<file path="config.mk">
export PLATFORM = sky130hd
export DESIGN_NAME = muldiv_unit
export DESIGN_NICKNAME = d
export VERILOG_FILES = /design/src/rtl/muldiv_unit.sv
export SDC_FILE = /design/constraint.sdc
export NUM_CORES = 1
export LEC_CHECK = 0
export CORE_MARGIN = 5
export CORE_UTILIZATION = 55
export DETAILED_ROUTE_END_ITERATION = 16
export GPL_ROUTABILITY_DRIVEN = 0
export HOLD_SLACK_MARGIN = 0.15
export PLACE_DENSITY = 0.86
export SLEW_MARGIN = 30
export SYNTH_ARGS = -nofsm -noshare
export SYNTH_HDL_FRONTEND = slang
export SYNTH_SLANG_ARGS = --single-unit
</file>
<file path="constraint.sdc">
create_clock -name clk -period 9 [get_ports clk]
set_input_delay 1.8 -clock clk [delete_from_list [all_inputs] [get_ports clk]]
set_output_delay 1.8 -clock clk [all_outputs]
set_load 0.1 [all_outputs]
</file>
<file path="src/rtl/muldiv_unit.sv">
// Iterative RV32M multiply/divide unit: radix-2 shift-add multiply, restoring divide,
// start/busy/done handshake. Result is registered and held until the next completion.
module muldiv_unit #(
  parameter int XLEN  = 32,
  parameter int CNT_W = $clog2(XLEN) + 1
) (
  input  logic            clk,
  input  logic            reset_n,
  input  logic            start,
  input  logic [2:0]      op,
  input  logic [XLEN-1:0] A,
  input  logic [XLEN-1:0] B,
  output logic            busy,
  output logic            done,
  output logic [XLEN-1:0] result
);

  // state | meaning
  // IDLE  | waiting for start
  // CALC  | one multiply/divide iteration per cycle (single pass for special cases)
  // FIX   | sign correction and result select
  // DONE  | result valid for one cycle; start accepted here as in IDLE
  typedef enum logic [1:0] {S_IDLE, S_CALC, S_FIX, S_DONE} state_t;

  localparam logic [XLEN-1:0] MIN_NEG = {1'b1, {(XLEN-1){1'b0}}};

  state_t            state, state_nx;
  logic [2:0]        op_r;
  logic [XLEN-1:0]   mag_b;
  logic [2*XLEN-1:0] prod;
  logic              neg;
  logic              special;
  logic [XLEN-1:0]   spec_res;
  logic [CNT_W-1:0]  cnt;

  logic              a_signed, b_signed, a_neg, b_neg, sign_in;
  logic              div_zero, div_ovf, accept, last_iter;
  logic [XLEN-1:0]   a_mag, b_mag, spec_in, fix_val;
  logic [XLEN:0]     mul_sum, rem_sh, diff;
  logic [2*XLEN-1:0] prod_nx, mul_v;

  // Signed: MUL/MULH/DIV/REM both; MULHSU only A; MULHU/DIVU/REMU neither.
  assign a_signed = op[2] ? ~op[0] : (op[1:0] != 2'b11);
  assign b_signed = op[2] ? ~op[0] : ~op[1];
  assign a_neg    = a_signed & A[XLEN-1];
  assign b_neg    = b_signed & B[XLEN-1];
  assign a_mag    = a_neg ? -A : A;
  assign b_mag    = b_neg ? -B : B;
  assign sign_in  = (op[2] & op[1]) ? a_neg : (a_neg ^ b_neg);

  assign div_zero = op[2] & (B == '0);
  assign div_ovf  = op[2] & ~op[0] & (A == MIN_NEG) & (B == '1);
  assign spec_in  = div_zero ? (op[1] ? A : '1) : (op[1] ? '0 : A);

  assign accept    = start & ((state == S_IDLE) | (state == S_DONE));
  assign last_iter = (cnt == CNT_W'(1));

  // Multiply: upper half accumulates B, whole register shifts right.
  // Divide: upper half is the partial remainder, lower half shifts dividend out / quotient in.
  assign mul_sum = {1'b0, prod[2*XLEN-1:XLEN]} + (prod[0] ? {1'b0, mag_b} : {(XLEN+1){1'b0}});
  assign rem_sh  = prod[2*XLEN-1:XLEN-1];
  assign diff    = rem_sh - {1'b0, mag_b};
  assign prod_nx = op_r[2] ?
                   {(diff[XLEN] ? rem_sh[XLEN-1:0] : diff[XLEN-1:0]), prod[XLEN-2:0], ~diff[XLEN]} :
                   {mul_sum, prod[XLEN-1:1]};

  assign mul_v = neg ? -prod : prod;

  always_comb begin
    fix_val = '0;
    if (special)
      fix_val = spec_res;
    else if (!op_r[2])
      fix_val = (op_r[1:0] == 2'b00) ? mul_v[XLEN-1:0] : mul_v[2*XLEN-1:XLEN];
    else if (op_r[1])
      fix_val = neg ? -prod[2*XLEN-1:XLEN] : prod[2*XLEN-1:XLEN];
    else
      fix_val = neg ? -prod[XLEN-1:0] : prod[XLEN-1:0];
  end

  always_comb begin
    state_nx = state;
    case (state)
      S_IDLE:  if (accept) state_nx = S_CALC;
      S_CALC:  if (special || last_iter) state_nx = S_FIX;
      S_FIX:   state_nx = S_DONE;
      S_DONE:  state_nx = accept ? S_CALC : S_IDLE;
      default: state_nx = S_IDLE;
    endcase
  end

  always_ff @(posedge clk or negedge reset_n) begin
    if (!reset_n) state <= S_IDLE;
    else          state <= state_nx;
  end

  always_ff @(posedge clk or negedge reset_n) begin
    if (!reset_n) begin
      op_r     <= '0;
      mag_b    <= '0;
      prod     <= '0;
      neg      <= 1'b0;
      special  <= 1'b0;
      spec_res <= '0;
      cnt      <= '0;
      result   <= '0;
    end else begin
      if (accept) begin
        op_r     <= op;
        mag_b    <= b_mag;
        prod     <= {{XLEN{1'b0}}, a_mag};
        neg      <= sign_in;
        special  <= div_zero | div_ovf;
        spec_res <= spec_in;
        cnt      <= CNT_W'(XLEN);
      end else if (state == S_CALC && !special) begin
        prod <= prod_nx;
        cnt  <= cnt - CNT_W'(1);
      end
      if (state == S_FIX) result <= fix_val;
    end
  end

  assign busy = (state == S_CALC) | (state == S_FIX);
  assign done = (state == S_DONE);

endmodule
</file>
* Yosys cells after proc, flatten, opt, wreduce, memory -nomap -nowiden
Index checks and enable logic that the tools add are counted.
** Word-level totals
- Input port bits :: 70
- Output and inout port bits :: 34
- Flip-flop bits (word level) :: 173
- Word-level logic and storage cells :: 75
** Operators by class
- Multiplexer cells :: 26
- Equality and inequality tests :: 9
- Bitwise operators :: 15
- $add $sub $neg :: 8
- Reductions and logical operators :: 8
** Operator list (count)
- two-way mux 32 bit :: 13
- two-way mux 64 bit :: 4
- negator 32 bit :: 4
- equality test 32 bit, second input constant :: 2
- negator 64 bit :: 1
- adder 32 x 32 -> 33 bit :: 1
- subtractor 33 x 32 -> 33 bit :: 1
- logical NOT 32 bit :: 1
- two-way mux 6 bit :: 2
- bitwise AND 1 bit :: 8
- one-hot mux 2 bit (4 select lines) :: 1
- equality test 6 x 1 -> 1 bit, second input constant :: 1
- != test 2 bit, second input constant :: 3
- subtractor 6 x 1 -> 6 bit, second input constant :: 1
- equality test 2 bit, second input constant :: 2
- logical NOT 2 bit :: 2
- two-way mux 1 bit :: 4
- two-way mux 2 bit :: 2
- inverter 1 bit :: 3
- bitwise OR 1 bit :: 3
- equality test 2 x 1 -> 1 bit, second input constant :: 1
- AND reduction 2 bit :: 1
- nonzero test 2 bit :: 1
- logical AND 1 bit :: 1
- other kinds (3) :: 3

* Logic depth before layout (Yosys ltp)
- Depth after elaboration :: 5
- Depth in mapped cells :: 16
- Gate-level depth less buffers :: 13

* Worst setup path before layout
No wires, ideal clock.
- Path kind :: input port to flip-flop
- From :: input B[9]
- To :: register spec_res[10]
- Arrival :: 4.267 ns
- Stages on the path :: 10
- Required time :: 8.923 ns
- Library setup time :: 0.077 ns
- Slack :: 4.657 ns
- Path buffers :: 2
- Cell sequence :: or4_4 or2_1 nor3_2 and2_2 nand2_2 or4b_1 buf_2 buf_6 maj3_1 o21ai_1
** Between the ends
- Longest elaborated chain between the ends :: 3
** Ends and longest elaborated chain
- from (decl) :: line 12 : input logic [XLEN-1:0] B,
- logical NOT 32 bit :: line 51 : assign div_zero = op[2] & (B == '0);
- bitwise AND 1 bit :: line 51
- two-way mux 32 bit :: line 53 : assign spec_in = div_zero ? (op[1] ? A : '1) : (op[1] ? '0 : A);
- to (signal assigned) :: line 114 : spec_res <= spec_in;
- to (decl) :: line 33 : logic [XLEN-1:0] spec_res;
No other way between the ends.
A chain may end at the register's enable or synchronous reset.

* Worst setup path in the final report
- From :: input B[2]
- To :: register spec_res[18]
The elaborated chain is that of the path after synthesis.

==> metrics.md <==
| Metric | Value |
|---|---|
| Layout cells sized above 1 | `4.517%` |
| R2r worst-path depth | `12` |
| Worst-Margin Slew | `1.019 ns` |
| Cts repair resizes | `0` |
| Hold WC Path Type | `flop to flop` |
| Setup Viol. Count Final | `0` |
| Vias per inst | `6.675` |
| Clock Latency Late Sink | `0.45 ns` |
| Main combinational cell family by area after synthesis | `compound AO/OA/AOI/OAI gates` |
| Hold Path End | `spec_res[0]$_DFFE_PN0P_` |
| Cell Pwr Density | `412.2 mW/mm^2` |
| Crit. End Element | `flop` |
| Crit path time final | `4.990 ns` |
| Fraction of the mapped netlist area in adder cells | `8.105%` |
| Post-route insts no fill | `2465` |
| Final HPWL DP | `37.54 mm` |
| Post-Syn Area | `0.01605 sq mm` |
| First-pass GRT wire length | `82.38 mm` |
| Startpoint types | `input port` |
| Clock transition at the registers of the reported paths | `0.07 ns` |
| Post CTS Setup Buffer Count | `0` |
| Row count | `62` |
| Post-synth top flop | `dfrtp_1` |
| DRC viols | `0` |
| Fin crit share | `55.44%` |
| Syn avg cell area | `7.756 sq um` |
| Max Buffers Root-to-Sink | `2` |
| CP max FO | `33` |
| Yosys cell types | `83` |
| Status | `finished, final reports clean` |
| CTS tree | `yes` |
| Area delta synth->final | `10.47%` |
| Mux contribution to synthesized area | `3.554%` |
| DIE AREA | `0.03271 sq mm` |
| Post-CTS Hold Buffers | `0` |
| Sink Count | `173` |
| Compound-gate portion of the synthesized area | `26.03%` |
| Max Cap Viol | `0` |
| Min-delay src | `spec_res[0]$_DFFE_PN0P_` |
| Post-placement cell count | `2433` |
| Yosys reg bits | `173` |
| DRT iter0 DRCs | `1982` |
| Relative slew margins | `31.84%` |
| Synth Area in XOR/XNOR | `10.42%` |
| TritonRoute pass-1 iters | `7` |
| Worst setup slack after layout | `4.010 ns` |
| EDFF count, synth | `0` |
| Syn Nets | `2217` |
| Worst vdd ir | `0.0003663 V` |
| Sequential-to-total area share from yosys stat | `26.97%` |
| Height of the die | `180.9 microns` |
| Clock skew | `0.01441 ns` |
| TritonCTS Buffers | `17` |
| # diodes | `0` |
| Remaining Overflow, GRT | `0` |
| Routed Antenna Nets | `0` |
| Synth Area in Simple Gates | `18.99%` |
| Routed wire length | `51.82 mm` |
| Vias in the first global route | `15520` |
| Synth top area share | `26.97%` |
| Core box area | `0.02878 sq mm` |
| Reg2Reg Capture Point | `prod[45]$_DFFE_PN0P_` |
| Worst Hold Slack | `0.4792 ns` |
| Max Freq | `0.2004 GHz` |
| Root Buffer | `clkbuf_16` |
| Hold path depth | `2` |
| Final Hold Viols | `0` |
| Leading area contributor after synthesis | `dfrtp_1` |
| Via count | `16460` |
| Largest net degree at the start of global routing | `118` |
| Initial antenna violation count | `1` |
| # IOs | `104` |
| Final core utilization | `61.62%` |
| Initial Util | `55.78%` |
| Worst path arrival time | `5.35 ns` |
| Gate Count Post-Synth | `2070` |
| Reg-to-Reg Start | `prod[32]$_DFFE_PN0P_` |
| Synth top area cells | `dfrtp_1, o21ai_0, xnor2_1` |
| Type of the worst setup path | `input port to flop` |
| GRT Total Usage | `30.55%` |
| Required @ worst endpoint | `9.36 ns` |
| Flop-to-flop setup slack | `4.85 ns` |
| Routed WL per cell | `21.02 microns` |
| Port bufs | `103` |
| Setup TNS | `0 ns` |
| Synth Warn # | `0` |
| Die W | `180.9 microns` |
| Asr flop ratio synth | `100.0%` |
| Htree depth | `4` |
| Slew Viols, Final | `0` |
| Layout net count | `2215` |
| Synth top cells by count | `nand2_1, o21ai_0, dfrtp_1` |
| RSZ-0062 raised after global routing | `no` |
| Placement Setup Slack | `3.681 ns` |
| Count leader, synth | `nand2_1` |
| Pleak | `0.007394 uW` |
## per-layer routing
metal | global-route usage [%] | vias to the layer above | share of wire (%)
met4 | 14.55 | 2 | 5.7
li1 | - | 7445 | -
met1 | 41.17 | 7722 | 40
met2 | 46.30 | 1059 | 43
met3 | 7.400 | 227 | 12
met5 | 0 | - | 0.035
## final cells by class
type | instances | area (sq um)
timing repair buffer | 121 | 1177
tap | 384 | 480.5
inverter | 101 | 379.1
fill | 2367 | 11050
sequential | 173 | 4334
multi-input combinational | 1654 | 10800
clock inverter | 13 | 131.4
clock buffer | 19 | 432.9
## logic make-up after synthesis
group                      Yosys count
AOI/OAI and AO/OA                  665
and+or+nand+nor                    634
xor gates and xnor gates           191
adders and majority gates          109
buffers and inverters              243
DFF                                173
muxes                               55
## how the worst max path moves through the flow
stage	endpoint	start	depth (start not counted)	slack, ns
6_report	spec_res[18]$_DFFE_PN0P_	B[2]	11	4.01
4_1_cts	spec_res[18]$_DFFE_PN0P_	B[2]	11	4.09
5_1_grt	spec_res[31]$_DFFE_PN0P_	B[2]	11	3.79
2_1_floorplan	spec_res[10]$_DFFE_PN0P_	B[9]	10	4.66
3_5_place_dp	spec_res[14]$_DFFE_PN0P_	B[2]	11	3.68
3_3_place_gp	spec_res[0]$_DFFE_PN0P_	B[2]	11	3.78
## flip-flops by register name (all words and copies together) (netlist names)
register,count
cnt,6
mag_b,32
neg,1
op_r,3
prod,64
result,32
spec_res,32
special,1
state,2
## report_power, final
group	switching [uW]	total [uW]	internal, uW	leakage, uW
clock	346	734	388	0.000266
combinational	3180	4900	1720	0.00496
sequential	552	1670	1120	0.00217
total	4080	7310	3230	0.00739
## critical path, stage by stage
cell and delay [ns]:
clkdlybuf4s50_1 0.55, nor4_4 0.50, nand3_2 0.17, or2_1 0.31
nor3_2 0.27, and2_2 0.23, nand2_2 0.07, or4b_1 0.55
buf_4 0.29, maj3_1 0.43, o21ai_1 0.15
## layout by cell type, fill, tap and decap left out, types with 21 or more instances in the layout
cell / Yosys / final
inv_1: 101 / 101
ha_1: 75 / 74
a21oi_1: 119 / 119
o31ai_1: 32 / 32
nor3_1: 35 / 35
a21o_1: 30 / 30
xor2_1: 77 / 77
nand3_1: 28 / 28
o21ai_0: 233 / 233
o21ai_1: 30 / 30
dfrtp_1: 173 / 171
a211oi_1: 21 / 21
maj3_1: 30 / 30
or4_1: 21 / 21
mux2i_1: 48 / 48
xnor2_1: 114 / 114
nand2_1: 255 / 255
o211ai_1: 47 / 47
nor2_1: 133 / 132
clkdlybuf4s50_1: 0 / 102
or3_1: 24 / 24
a31oi_1: 23 / 23
## metrics by stage
step | power (uW) | cell area, sq um
global placement | 6236 | 17150
finish | 7310 | 17730
floorplan | 5160 | 16050
detailed placement | 6372 | 17160
global route | 7753 | 17730
CTS | 7136 | 17720
No activity file was read; power rests on OpenSTA's default activity.
